File: config.mk
export PLATFORM = sky130hd
export DESIGN_NAME = multicycle_control
export DESIGN_NICKNAME = d
export VERILOG_FILES = /design/src/rtl/riscv_pkg.sv /design/src/rtl/retire_counter.sv /design/src/rtl/multicycle_control.sv
export SDC_FILE = /design/constraint.sdc
export NUM_CORES = 1
export LEC_CHECK = 0
export BUFFER_PORTS_ARGS = -buffer_cell sky130_fd_sc_hd__buf_2
export CAP_MARGIN = 5
export CELL_PAD_IN_SITES_DETAIL_PLACEMENT = 1
export CELL_PAD_IN_SITES_GLOBAL_PLACEMENT = 2
export CORE_ASPECT_RATIO = 1.4
export CORE_MARGIN = 5
export CORE_UTILIZATION = 28
export CTS_CLUSTER_DIAMETER = 100
export DETAILED_ROUTE_END_ITERATION = 7
export MAX_ROUTING_LAYER = met4
export PLACE_DENSITY_LB_ADDON = 0.1
export SLEW_MARGIN = 20
export SYNTH_ARGS = -nofsm -noshare
export SYNTH_HDL_FRONTEND = slang
export SYNTH_SLANG_ARGS = --single-unit
File: constraint.sdc
create_clock -name clk -period 1.8 [get_ports clk]
set_input_delay 0.18 -clock clk [delete_from_list [all_inputs] [get_ports clk]]
set_output_delay 0.18 -clock clk [all_outputs]
set_load 0.005 [all_outputs]
File: src/rtl/riscv_pkg.sv
// riscv_pkg: definitions shared by the multicycle RISC-V control path.
// Contents: opcode constants, branch funct3 codes, alu_op encodings
// (shared with alu_control), datapath mux-select encodings and the
// control FSM state enum.
// Optional feature macro: MC_CTRL_TRAP_EN adds the TRAP state to the enum.

package riscv_pkg;

    // Opcodes (instr[6:0]) recognised by the control FSM
    localparam logic [6:0] OP_LOAD   = 7'b0000011;
    localparam logic [6:0] OP_STORE  = 7'b0100011;
    localparam logic [6:0] OP_RTYPE  = 7'b0110011;
    localparam logic [6:0] OP_ITYPE  = 7'b0010011;
    localparam logic [6:0] OP_BRANCH = 7'b1100011;
    localparam logic [6:0] OP_JAL    = 7'b1101111;
    localparam logic [6:0] OP_LUI    = 7'b0110111;

    // Branch conditions (instr[14:12])
    localparam logic [2:0] F3_BEQ = 3'b000;
    localparam logic [2:0] F3_BNE = 3'b001;

    // alu_op encodings understood by alu_control
    localparam logic [1:0] ALU_OP_ADD   = 2'b00;
    localparam logic [1:0] ALU_OP_SUB   = 2'b01;
    localparam logic [1:0] ALU_OP_FUNCT = 2'b10;
    localparam logic [1:0] ALU_OP_LUI   = 2'b11;

    // ALU operand A select
    localparam logic [1:0] SRC_A_PC     = 2'b00;
    localparam logic [1:0] SRC_A_OLD_PC = 2'b01;
    localparam logic [1:0] SRC_A_RS1    = 2'b10;

    // ALU operand B select
    localparam logic [1:0] SRC_B_RS2  = 2'b00;
    localparam logic [1:0] SRC_B_IMM  = 2'b01;
    localparam logic [1:0] SRC_B_FOUR = 2'b10;

    // Result mux select
    localparam logic [1:0] RES_ALU_OUT = 2'b00;
    localparam logic [1:0] RES_DATA    = 2'b01;
    localparam logic [1:0] RES_ALU     = 2'b10;

    // Control FSM states
    typedef enum logic [3:0] {
        ST_IDLE,
        ST_FETCH,
        ST_DECODE,
        ST_MEM_ADR,
        ST_MEM_READ,
        ST_MEM_WB,
        ST_MEM_WRITE,
        ST_EXEC_R,
        ST_EXEC_I,
        ST_ALU_WB,
        ST_BRANCH,
        ST_JAL,
        ST_LUI
`ifdef MC_CTRL_TRAP_EN
        , ST_TRAP
`endif
    } state_t;

endpackage

File: src/rtl/retire_counter.sv
// retire_counter: wrapping up-counter of retired instructions.
// Ports:
//   clk   - clock, counts on rising edge
//   rst_n - asynchronous active-low reset, clears the count
//   inc   - add one to the count this cycle
//   count - current count, wraps modulo 2^WIDTH
// Parameter: WIDTH - counter width in bits.

module retire_counter #(
    parameter int WIDTH = 32
) (
    input  logic             clk,
    input  logic             rst_n,
    input  logic             inc,
    output logic [WIDTH-1:0] count
);

    always_ff @(posedge clk or negedge rst_n) begin
        if (!rst_n) begin
            count <= '0;
        end else if (inc) begin
            count <= count + WIDTH'(1);
        end
    end

endmodule

File: src/rtl/multicycle_control.sv
// multicycle_control: main control FSM of the multicycle RISC-V core.
// Sequences the shared ALU, unified memory port and register file through
// fetch / decode / execute / memory / writeback and counts retired
// instructions.
// Ports:
//   clk, rst_n           - clock, asynchronous active-low reset
//   opcode, funct3, zero - instruction fields and ALU zero flag
//   mem_ready            - memory completes the current access this cycle
//   mem_read, mem_write, adr_src          - memory port control
//   ir_write, pc_write, reg_write         - state element write strobes
//   alu_op, alu_src_a, alu_src_b, result_src - datapath selects
//   trap                 - illegal instruction detected
//   instret              - retired instruction count (INSTRET_W bits)
// Optional feature macro: MC_CTRL_TRAP_EN. When defined, illegal opcodes
// and unsupported branch conditions park the FSM in TRAP until reset.
// When undefined, illegal opcodes behave as uncounted NOPs and unsupported
// branch conditions are treated as not taken.

module multicycle_control
    import riscv_pkg::*;
#(
    parameter int INSTRET_W = 32
) (
    input  logic                 clk,
    input  logic                 rst_n,
    input  logic [6:0]           opcode,
    input  logic [2:0]           funct3,
    input  logic                 zero,
    input  logic                 mem_ready,
    output logic                 mem_read,
    output logic                 mem_write,
    output logic                 adr_src,
    output logic                 ir_write,
    output logic                 pc_write,
    output logic                 reg_write,
    output logic [1:0]           alu_op,
    output logic [1:0]           alu_src_a,
    output logic [1:0]           alu_src_b,
    output logic [1:0]           result_src,
    output logic                 trap,
    output logic [INSTRET_W-1:0] instret
);

    state_t state;
    state_t next_state;
    logic   retire;
    logic   branch_f3_ok;

    assign branch_f3_ok = (funct3 == F3_BEQ) || (funct3 == F3_BNE);

    // State register
    always_ff @(posedge clk or negedge rst_n) begin
        if (!rst_n) begin
            state <= ST_IDLE;
        end else begin
            state <= next_state;
        end
    end

    // Next-state logic; mem_ready only matters in FETCH, MEM_READ, MEM_WRITE
    always_comb begin
        next_state = state;
        case (state)
            ST_IDLE:      next_state = ST_FETCH;
            ST_FETCH:     next_state = mem_ready ? ST_DECODE : ST_FETCH;
            ST_DECODE: begin
                case (opcode)
                    OP_LOAD, OP_STORE: next_state = ST_MEM_ADR;
                    OP_RTYPE:          next_state = ST_EXEC_R;
                    OP_ITYPE:          next_state = ST_EXEC_I;
                    OP_BRANCH:         next_state = ST_BRANCH;
                    OP_JAL:            next_state = ST_JAL;
                    OP_LUI:            next_state = ST_LUI;
`ifdef MC_CTRL_TRAP_EN
                    default:           next_state = ST_TRAP;
`else
                    default:           next_state = ST_FETCH;
`endif
                endcase
            end
            ST_MEM_ADR:   next_state = (opcode == OP_LOAD) ? ST_MEM_READ : ST_MEM_WRITE;
            ST_MEM_READ:  next_state = mem_ready ? ST_MEM_WB : ST_MEM_READ;
            ST_MEM_WB:    next_state = ST_FETCH;
            ST_MEM_WRITE: next_state = mem_ready ? ST_FETCH : ST_MEM_WRITE;
            ST_EXEC_R:    next_state = ST_ALU_WB;
            ST_EXEC_I:    next_state = ST_ALU_WB;
            ST_LUI:       next_state = ST_ALU_WB;
            ST_ALU_WB:    next_state = ST_FETCH;
`ifdef MC_CTRL_TRAP_EN
            ST_BRANCH:    next_state = branch_f3_ok ? ST_FETCH : ST_TRAP;
            ST_TRAP:      next_state = ST_TRAP;
`else
            ST_BRANCH:    next_state = ST_FETCH;
`endif
            ST_JAL:       next_state = ST_ALU_WB;
            default:      next_state = ST_IDLE;
        endcase
    end

    // Output decode; FETCH strobes are the only outputs gated by mem_ready
    always_comb begin
        mem_read   = 1'b0;
        mem_write  = 1'b0;
        adr_src    = 1'b0;
        ir_write   = 1'b0;
        pc_write   = 1'b0;
        reg_write  = 1'b0;
        alu_op     = ALU_OP_ADD;
        alu_src_a  = SRC_A_PC;
        alu_src_b  = SRC_B_RS2;
        result_src = RES_ALU_OUT;
        case (state)
            ST_FETCH: begin
                mem_read   = 1'b1;
                alu_src_b  = SRC_B_FOUR;
                result_src = RES_ALU;
                ir_write   = mem_ready;
                pc_write   = mem_ready;
            end
            ST_DECODE: begin
                alu_src_a = SRC_A_OLD_PC;
                alu_src_b = SRC_B_IMM;
            end
            ST_MEM_ADR: begin
                alu_src_a = SRC_A_RS1;
                alu_src_b = SRC_B_IMM;
            end
            ST_MEM_READ: begin
                mem_read = 1'b1;
                adr_src  = 1'b1;
            end
            ST_MEM_WB: begin
                result_src = RES_DATA;
                reg_write  = 1'b1;
            end
            ST_MEM_WRITE: begin
                mem_write = 1'b1;
                adr_src   = 1'b1;
            end
            ST_EXEC_R: begin
                alu_src_a = SRC_A_RS1;
                alu_op    = ALU_OP_FUNCT;
            end
            ST_EXEC_I: begin
                alu_src_a = SRC_A_RS1;
                alu_src_b = SRC_B_IMM;
                alu_op    = ALU_OP_FUNCT;
            end
            ST_LUI: begin
                alu_src_b = SRC_B_IMM;
                alu_op    = ALU_OP_LUI;
            end
            ST_ALU_WB: begin
                reg_write = 1'b1;
            end
            ST_BRANCH: begin
                alu_src_a = SRC_A_RS1;
                alu_op    = ALU_OP_SUB;
                // Unsupported conditions never redirect the PC
                if (funct3 == F3_BEQ) begin
                    pc_write = zero;
                end else if (funct3 == F3_BNE) begin
                    pc_write = !zero;
                end
            end
            ST_JAL: begin
                // PC takes the target computed in DECODE (ALUOut) while the
                // ALU forms old PC + 4 for the link write in ALU_WB
                alu_src_a = SRC_A_OLD_PC;
                alu_src_b = SRC_B_FOUR;
                pc_write  = 1'b1;
            end
            default: ;
        endcase
    end

`ifdef MC_CTRL_TRAP_EN
    assign trap = (state == ST_TRAP);
`else
    assign trap = 1'b0;
`endif

    // An instruction retires when its final state hands back to FETCH;
    // the DECODE->FETCH NOP path is deliberately excluded
    assign retire = (next_state == ST_FETCH) &&
                    ((state == ST_MEM_WB) || (state == ST_MEM_WRITE) ||
                     (state == ST_ALU_WB) || (state == ST_BRANCH));

    retire_counter #(
        .WIDTH(INSTRET_W)
    ) u_retire_counter (
        .clk   (clk),
        .rst_n (rst_n),
        .inc   (retire),
        .count (instret)
    );

endmodule

==> results.md, run 1 <==
* Period utilization at 0.979
* Endpoint class of the critical path: flop
* CP Launch Point: u_retire_counter.count[4]
* Routed WL per cell at 14.1 um
* Area of the multi-input gates at 0.00112 mm^2
* Mapped Area at 0.00205 mm^2
* CP Cell Sequence: nand3_2 -> or4_4 -> nor4_4 -> nand4_1 -> xnor2_1
* Final setup violation count at 0
* GRT Util Overall at 0.137
* Leading area contributor after synthesis: dfrtp_1
* Post-synthesis area per instance at 9.59 um^2
* Largest net degree at the start of global routing at 37
* Sequential area share after synthesis at 0.439
* Synth top area share at 0.439
* Clock buffer depth at 2
* Gr ovfl total at 0
* Yosys warns at 0
* Pins Over Slew Limit at 0
* Final nets at 323
* Fillers at 881
* CP Buf/Inv Count at 0
* Max frequency at 568 MHz
* 1st-iter DRT viols at 38
* Number of buffers created by CTS at 5
* Worst r2r dst: u_retire_counter.count[27]
* Worst Setup Start Kind: flop
* Flip-flop and latch area at 901 um^2
* Final cell count without fillers at 406
* Seq cells post-synth at 36
* Syn nets at 229
* Largest cells by area after synthesis: dfrtp_1, xnor2_1, xor2_1
* Placed cells at 393
* Antenna violations before repair at 0
* # IOs at 61
* RSZ-0062 raised after global routing: true
* DRT Wirelength at 5.71 mm
* Outcome: completed
* Final worst path period need at 1760 ps
* P&R area growth vs syn at 38.7%
* Crit Path Max Fanout at 5
* CTS Sinks at 36
* Max Cap Viol at 0
* Initial DRT Pass Iterations at 3
* First-pass GRT wire length at 9.77 mm
* RePlAce Congestion at 0.726
* # DRC at 0
* Share of layout cells above drive strength 1 at 0.385
* Worst vdd ir at 0.000439 V
* Reg2Reg Launch Point: u_retire_counter.count[4]
* Synth unique cells at 46
* Leak at 1.42 nW
* Critical Path RT at 1980 ps
* DRT antenna net count at 0
* Post-synth ARST share at 1.00
* Final HPWL DP at 4.37 mm
* Final instance area at 0.00285 mm^2
* Fin Clk Skew at 5.14 ps
* Diode count at 0
* Reg2reg path depth at 5
* Placed cell area at 0.00269 mm^2
* Starting density of the core at 0.282
* Final setup TNS at 0 ps
* Critical path's slowest cell: or4_4
* Critical path type: flop to flop
* Clock transition at path regs at 70 ps
* CTS tree: done
* Clk root buf: clkbuf_8
* Rows at 37
* Class of the worst hold path: input pin to flop
* Crit path largest cell delay at 570 ps
* Post-layout worst setup margin at 37.9 ps
* Critical Path Stages at 5
* DR vias at 1878
* CP endpoint: u_retire_counter.count[27]
* Hold Startpoint: opcode[0]
* Vias in the first global route at 2077
* Power density cells at 963 mW/mm^2
* Cell family with the largest share of critical-path delay: simple AND/OR/NAND/NOR gates
* Main synth FF type: dfrtp_1
* Die height at 111 um
* Setup slack, reg-to-reg at 40 ps
* WP data arrival at 1940 ps
* Number of port buffers at 59
* DP Worst Slack at 14.1 ps
* Post-Synthesis Cells at 214
* Die area at 0.00917 mm^2
* Core area at 0.00727 mm^2
* Final hold violation count at 0
* Vias/cell at 4.63
* Min Hold Slack at 251 ps
* Die W at 82.4 um
* EDFF count, synth at 0
* H-tree levels at 2
* Clock Latency Late Sink at 290 ps
kinds of logic (layout without fill, tap and decap cells):
kind of cell               count (synthesis)  after routing  share of synthesized area
muxes                                      2              2                     0.0104
DFF                                       36             36                      0.439
adders and majority gates                  1              1                    0.00609
AOI/OAI and AO/OA                         20             20                     0.0683
buffers and inverters                     13            108                     0.0274
xor gates and xnor gates                  40             40                      0.171
other                                      1              1                    0.00183
and+or+nand+nor                          101            101                      0.277
power breakdown:
group	switching [mW]	internal, mW	leakage, nW
clock	0.281	0.305	0.0510
combinational	0.633	0.546	0.879
sequential	0.0754	0.902	0.490
total	0.990	1.75	1.42
flip-flops by register name, indices dropped and copies added (netlist names):
register                flops
u_retire_counter.count     32
state                       4
worst register-to-register path, delay by kind of cell, from the launching register on:
kind	cells	cell delay (ps)
xor+xnor	1	140
flops	1	370
simple gates	4	1150
cell usage after synthesis, types with 3 or more instances:
master / number
or3_1: 3
nand3_1: 17
xor2_1: 16
clkbuf_1: 5
and3_1: 4
nor2_1: 20
a21oi_1: 4
xnor2_1: 24
nand2_1: 12
nor2b_1: 5
nand4_1: 8
dfrtp_1: 36
nand2b_1: 8
nor3_1: 8
buf_2: 3
what timing repair did:
item / 4_1_cts / 5_1_grt
endpoints found under the hold margin: 36 / 0
pin swaps: 0 / 1
hold buffers: 1 / 0
resized for setup: 1 / 5
setup endpoints to repair: 1 / 10
setup buffers: 0 / 4
worst min path at each step:
stage | cells after the start | slack (ps) | endpoint
after floorplan | 0 | -120 | state[0]
after CTS | 3 | 260 | state[3]
after global placement | 2 | 260 | u_retire_counter.count[29]
after global routing | 3 | 300 | state[3]
final | 3 | 250 | state[3]
after detailed placement | 2 | 250 | u_retire_counter.count[29]
cell type report:
| type | count | area share |
|---|---|---|
| multi-input combinational | 165 | 0.393 |
| clock inverter | 2 | 0.00351 |
| sequential | 36 | 0.316 |
| tap | 97 | 0.0426 |
| inverter | 2 | 0.00264 |
| timing repair buffer | 98 | 0.213 |
| clock buffer | 6 | 0.0290 |
per-stage QoR:
stage	total power, mW	utilization
2_1_floorplan	1.66	-
3_3_place_gp	2.15	0.370
3_5_place_dp	2.15	0.370
4_1_cts	2.77	0.385
5_1_grt	2.95	0.392
6_report	2.74	0.392
routing by layer:
metal  vias up  part of all wire  global-route usage
met1       898              0.42               0.155
met2        40              0.53               0.240
met3         7             0.032              0.0187
li1        933                 -                   -
met4         0             0.017              0.0466
met5         -                 0                   -
cell usage in the layout, fill, tap and decap left out, types with 3 or more instances in the layout:
cell type,instances
nand3_1,17
nand2_1,12
nand4_1,8
a21oi_1,4
nor4_2,3
nor2_1,20
clkbuf_8,6
nand2b_1,8
buf_2,59
xor2_1,16
xnor2_1,24
nor2b_1,4
and3_1,4
nor3_1,8
buf_4,36
dfrtp_1,36
Note: power is estimated with default switching activity, not from simulation.
==> run 2, diff against run 1 <==
CORE_UTILIZATION = 31   (was 28)
CTS_CLUSTER_DIAMETER = unset   (was 100)
clock period = 1.7 ns   (was 1.8 ns; I/O delays follow)
==> run 2 against run 1 <==
Against the previous run:
- combinational power is 21% higher
- cell area is 3.2% higher
- sequential power is 6% higher
- total power is 14% higher
- utilization is 5.8 points higher
- the flow now finishes with violations (negative setup slack)
- clock power is 10% higher
==> results.md, run 2 (synthesis results as in run 1) <==
* Outcome: finished with violations (was completed)
* Finished Core Util at 0.450 (was 0.392)
* Initial DRT Pass Iterations at 4 (was 3)
* Gr ovfl total at 0 (unchanged)
* Post-layout worst setup margin at -6.73 ps (was 37.9 ps)
* Hold Startpoint: opcode[0] (unchanged)
* Commonest non-fill, non-tap cells in the layout: buf_2, buf_4, dfrtp_1, xnor2_1, nor2_1 (unchanged)
* Final setup TNS at -6.73 ps (was 0 ps)
* Final setup violation count at 1 (was 0)
* Most flop-heavy register: u_retire_counter.count (unchanged)
* Share of layout cells above drive strength 1 at 0.409 (was 0.385)
* RSZ-0062 raised after global routing: true (unchanged)
* Clk root buf: clkbuf_8 (unchanged)
* Endpoint class of the critical path: flop (unchanged)
* Die area at 0.00837 mm^2 (was 0.00917 mm^2)
* Diode count at 0 (unchanged)
* Final instance area at 0.00294 mm^2 (was 0.00285 mm^2)
* Max frequency at 586 MHz (was 568 MHz)
* Reg2Reg Launch Point: u_retire_counter.count[5] (was u_retire_counter.count[4])
* CTS tree: done (unchanged)
* Clock Latency Late Sink at 290 ps (about the same)
* Period utilization at 1.00 (was 0.979)
* Worst Setup Start Kind: flop (unchanged)
* Max FFs per register at 32 (unchanged)
* Hold endpoint: state[3] (unchanged)
* 1st-iter DRT viols at 15 (was 38)
* Crit Path Max Fanout at 4 (was 5)
* Max Cap Viol at 0 (unchanged)
* Pins Over Slew Limit at 0 (unchanged)
* CTS Sinks at 36 (unchanged)
* Setup slack, reg-to-reg at -7 ps (was 40 ps)
* Vias in the first global route at 2045 (was 2077)
* Min Hold Slack at 237 ps (was 251 ps)
* Clock transition at path regs at 80 ps (was 70 ps)
* Reg2reg path depth at 5 (unchanged)
* Core area at 0.00653 mm^2 (was 0.00727 mm^2)
* DR vias at 1949 (was 1878)
* Worst r2r dst: u_retire_counter.count[27] (unchanged)
* Power density cells at 1060 mW/mm^2 (was 963 mW/mm^2)
* # IOs at 61 (unchanged)
* Top flop regs: u_retire_counter.count x32, state x4 (unchanged)
* Worst vdd ir at 0.000545 V (was 0.000439 V)
* Class of the worst hold path: input pin to flop (unchanged)
* Rows at 35 (was 37)
* Leak at 1.51 nW (was 1.42 nW)
* Fin Clk Skew at 7.66 ps (was 5.14 ps)
* DRT Wirelength at 5.67 mm (was 5.71 mm)
* DRT antenna net count at 0 (unchanged)
* Antenna violations before repair at 0 (unchanged)
* Die height at 106 um (was 111 um)
* Final hold violation count at 0 (unchanged)
* Final nets at 332 (was 323)
* Clock buffer depth at 2 (unchanged)
* Final HPWL DP at 4.45 mm (was 4.37 mm)
* P&R area growth vs syn at 43.1% (was 38.7%)
* Number of port buffers at 59 (unchanged)
* H-tree levels at 2 (unchanged)
* Final worst path period need at 1710 ps (was 1760 ps)
* Routed WL per cell at 14.5 um (was 14.1 um)
* Failing checks: negative setup slack
* WP data arrival at 1890 ps (was 1940 ps)
* RePlAce Congestion at 0.772 (was 0.726)
* Most common library cell in the layout ignoring fill and taps: buf_2 (unchanged)
* # DRC at 0 (unchanged)
* CP Launch Point: u_retire_counter.count[5] (was u_retire_counter.count[4])
* Vias/cell at 4.97 (was 4.63)
* WHS Path Cells at 3 (unchanged)
* Critical path type: flop to flop (unchanged)
* GRT Util Overall at 0.147 (was 0.137)
* Die W at 78.8 um (was 82.4 um)
* Number of buffers created by CTS at 5 (unchanged)
* Largest net degree at the start of global routing at 37 (unchanged)
* Starting density of the core at 0.315 (was 0.282)
* First-pass GRT wire length at 9.66 mm (was 9.77 mm)
* Critical Path RT at 1880 ps (was 1980 ps)
* Placed cell area at 0.00268 mm^2 (was 0.00269 mm^2)
## run 2: changes by cell type in the layout (fill, tap and decap cells not counted), sizes merged
cell      before  now
buf           97  106
clkinvlp       0    2
clkinv         2    0
## run 2: final cells by class
| type | instances | area [um^2] |
|---|---|---|
| Fill cell | 783 | 3590 |
| Timing Repair Buffer | 107 | 677 |
| Multi-Input combinational cell | 165 | 1160 |
| Tap cell | 74 | 92.6 |
| Clock inverter | 2 | 15.0 |
| Sequential cell | 36 | 901 |
| Clock buffer | 6 | 82.6 |
| Inverter | 2 | 7.51 |
## run 2: how the worst max path moves through the flow
stage,to,slack [ps],depth (start not counted)
2_1_floorplan,u_retire_counter.count[23],-30,5
3_3_place_gp,u_retire_counter.count[27],-9,5
3_5_place_dp,u_retire_counter.count[27],-50,5
4_1_cts,u_retire_counter.count[27],-40,5
5_1_grt,u_retire_counter.count[27],-120,5
6_report,u_retire_counter.count[27],-7,5
## run 2: timing repair
action	4_1_cts	5_1_grt
hold buffers	1	0
endpoints found under the setup margin	11	22
buffers inserted	1	8
pin swaps	2	6
endpoints found under the hold margin	36	0
gates resized for setup	5	12
## run 2: power by group
part	switching [mW]	internal [mW]
sequential	0.0810	0.954
clock	0.319	0.328
combinational	0.718	0.714
## run 2: worst max-delay path, cell delays in order (launching register included)
cell	delay, ps
dfrtp_1	370
nand3_2	90
or4_4	560
nor4_4	280
nand4_1	160
xnor2_1	140
## run 2: through the flow
step | power (mW) | setup WS (ps) | instances
5_1_grt | 3.34 | -115 | 392
3_3_place_gp | 2.30 | -8.55 | 374
4_1_cts | 3.01 | -37.4 | 384
3_5_place_dp | 2.31 | -50.5 | 374
2_1_floorplan | 1.76 | -31.3 | 214
6_report | 3.11 | -6.73 | 392
## run 2: per-layer routing
metal  global-route usage  vias to the layer above  wire (um)
met4               0.0450                        0         78
met1                0.161                      952       2290
met2                0.272                       40       3150
li1                     -                      951          -
met3               0.0212                        6        145
met5                    -                        -          0
==> run 3, diff against run 2 <==
SETUP_SLACK_MARGIN = 0.1   (was unset)
==> run 3 against run 2 <==
Against the previous run:
- the run still ends with negative setup slack left
- largest power group unchanged
- worst setup slack worse by 100 ps
- sequential power hardly changed
- clock-buffer cell count is 2 higher
- largest cell class unchanged
- global-route usage is 0.75 points higher
- combinational power is 54% higher
- utilization is 7.7 points higher
- cell count is 4.8% higher
==> results.md, run 3 (synthesis results as in run 1) <==
* Vias/cell at 4.97 (about the same)
* Commonest non-fill, non-tap cells in the layout: buf_2, buf_4, dfrtp_1, xnor2_1 (was buf_2, buf_4, dfrtp_1, xnor2_1, nor2_1)
* WP data arrival at 2020 ps (was 1890 ps)
* Post-layout worst setup margin at -107 ps (was -6.73 ps)
* DRT Wirelength at 6.63 mm (was 5.67 mm)
* Max frequency at 553 MHz (was 586 MHz)
* Class of the worst hold path: input pin to flop (unchanged)
* Most flop-heavy register: u_retire_counter.count (unchanged)
* Final setup violation count at 16 (was 1)
* Core area at 0.00653 mm^2 (unchanged)
* Final hold violation count at 0 (unchanged)
* Vias in the first global route at 2127 (was 2045)
* 1st-iter DRT viols at 35 (was 15)
* CTS Sinks at 36 (unchanged)
* Finished Core Util at 0.527 (was 0.450)
* RSZ-0062 raised after global routing: true (unchanged)
* Area of the multi-input gates at 0.00141 mm^2 (was 0.00116 mm^2)
* Clock buffer depth at 2 (unchanged)
* Fin Clk Skew at 7.78 ps (was 7.66 ps)
* CTS tree: done (unchanged)
* Critical path type: flop to flop (unchanged)
* Most common library cell in the layout ignoring fill and taps: buf_2 (unchanged)
* Final setup TNS at -718 ps (was -6.73 ps)
* Failing checks: negative setup slack (unchanged)
* Share of layout cells above drive strength 1 at 0.543 (was 0.409)
* DR vias at 2043 (was 1949)
* Routed WL per cell at 16.1 um (was 14.5 um)
* Fillers at 737 (was 783)
* Number of buffers created by CTS at 5 (unchanged)
* Largest net degree at the start of global routing at 37 (unchanged)
* Crit Path Max Fanout at 4 (unchanged)
* Outcome: finished with violations (unchanged)
* H-tree levels at 2 (unchanged)
* P&R area growth vs syn at 67.6% (was 43.1%)
* Period utilization at 1.06 (was 1.00)
* Endpoint class of the critical path: flop (unchanged)
* Clk root buf: clkbuf_8 (unchanged)
* GRT Util Overall at 0.155 (was 0.147)
* Final worst path period need at 1810 ps (was 1710 ps)
* CP Cell Sequence: nand3_2 -> buf_4 -> or3_1 -> or3_4 -> nor4_4 -> xor2_1 (was nand3_2 -> or4_4 -> nor4_4 -> nand4_1 -> xnor2_1)
* Diode count at 0 (unchanged)
* # IOs at 61 (unchanged)
* Worst Setup Start Kind: flop (unchanged)
* Critical path's slowest cell: or3_4 (was or4_4)
* Starting density of the core at 0.315 (unchanged)
* Pins Over Slew Limit at 0 (unchanged)
* Worst vdd ir at 0.000809 V (was 0.000545 V)
* Crit path largest cell delay at 400 ps (was 560 ps)
* Power density cells at 1130 mW/mm^2 (was 1060 mW/mm^2)
* Final cell count without fillers at 411 (was 392)
* Placed cell area at 0.00271 mm^2 (was 0.00268 mm^2)
* Die height at 106 um (unchanged)
* Max FFs per register at 32 (unchanged)
* # DRC at 0 (unchanged)
* Number of port buffers at 59 (unchanged)
* Max Cap Viol at 0 (unchanged)
* DRT antenna net count at 0 (unchanged)
* Initial DRT Pass Iterations at 4 (unchanged)
* First-pass GRT wire length at 10.1 mm (was 9.66 mm)
* Rows at 35 (unchanged)
* Final instance area at 0.00344 mm^2 (was 0.00294 mm^2)
* Leak at 1.74 nW (was 1.51 nW)
* Clock transition at path regs at 80 ps (about the same)
* Antenna violations before repair at 0 (unchanged)
* Flip-flop and latch area at 902 um^2 (was 901 um^2)
* Critical Path RT at 1910 ps (was 1880 ps)
* Clock Latency Late Sink at 280 ps (was 290 ps)
* Final nets at 351 (was 332)
* Placed cells at 377 (was 374)
* RePlAce Congestion at 0.752 (was 0.772)
* Total power at 3.88 mW (was 3.11 mW)
* Final HPWL DP at 4.61 mm (was 4.45 mm)
* Gr ovfl total at 0 (unchanged)
* Top flop regs: u_retire_counter.count x32, state x4 (unchanged)
* Die W at 78.8 um (unchanged)
* Die area at 0.00837 mm^2 (unchanged)
-- run 3: cell count changes in the layout (fill, tap and decap cells not counted), moves of 4 or more --
cell,previous run,this run
xnor2_1,24,20
buf_12,0,4
nor3_1,7,3
nor2_2,0,6
nand2b_1,7,3
nand3_2,2,6
buf_6,5,15
nand3_1,16,9
nor2_1,20,13
nand2b_4,1,5
-- run 3: worst paths after layout --
path	cells after the start	slack, ps	from	to
max	6	-110	u_retire_counter.count[4]	u_retire_counter.count[26]
min	3	250	opcode[0]	state[3]
max reg2reg	6	-110	u_retire_counter.count[4]	u_retire_counter.count[26]
min reg2reg	1	470	u_retire_counter.count[31]	u_retire_counter.count[31]
max in group asynchronous	3	900	rst_n	state[2]
min in group asynchronous	3	460	rst_n	u_retire_counter.count[11]
-- run 3: repair_timing --
action | in CTS | in global routing
hold buffers | 1 | 0
pin swaps | 16 | 26
gates cloned | 0 | 1
hold endpoints to repair | 36 | 0
resized for setup | 22 | 61
buffers inserted | 11 | 13
endpoints found under the setup margin | 26 | 39
-- run 3: area by class of cell --
type / instances / area share
Sequential cell: 36 / 0.262
Timing Repair Buffer: 126 / 0.273
Multi-Input combinational cell: 165 / 0.409
Inverter: 2 / 0.00218
Tap cell: 74 / 0.0269
Clock buffer: 8 / 0.0262
-- run 3: routing by layer --
metal	part of all wire	GRT usage	vias up	routed length (um)
met4	0.013	0.0450	0	89
met2	0.57	0.295	44	3790
met1	0.39	0.163	1000	2570
met5	0	-	-	0
met3	0.027	0.0212	7	179
li1	-	-	992	-
-- run 3: critical path: cells and delay by family (launching register included) --
kind / cells / cell delay [ps]
simple gates: 4 / 1020
flops: 1 / 380
xor+xnor: 1 / 180
buf+inv: 1 / 150
-- run 3: through the flow --
step | hold WS [ps] | worst slack [ps]
2_1_floorplan | -126 | -2.29
6_report | 251 | -107
3_5_place_dp | 242 | -77.2
3_3_place_gp | 247 | -6.75
5_1_grt | 265 | -206
4_1_cts | 250 | -82.1
-- run 3: report_power, final --
part	switching (mW)	total (mW)	internal, mW
Sequential	0.0982	1.05	0.956
Clock	0.301	0.632	0.331
Combinational	1.00	2.20	1.19
Total	1.40	3.88	2.48
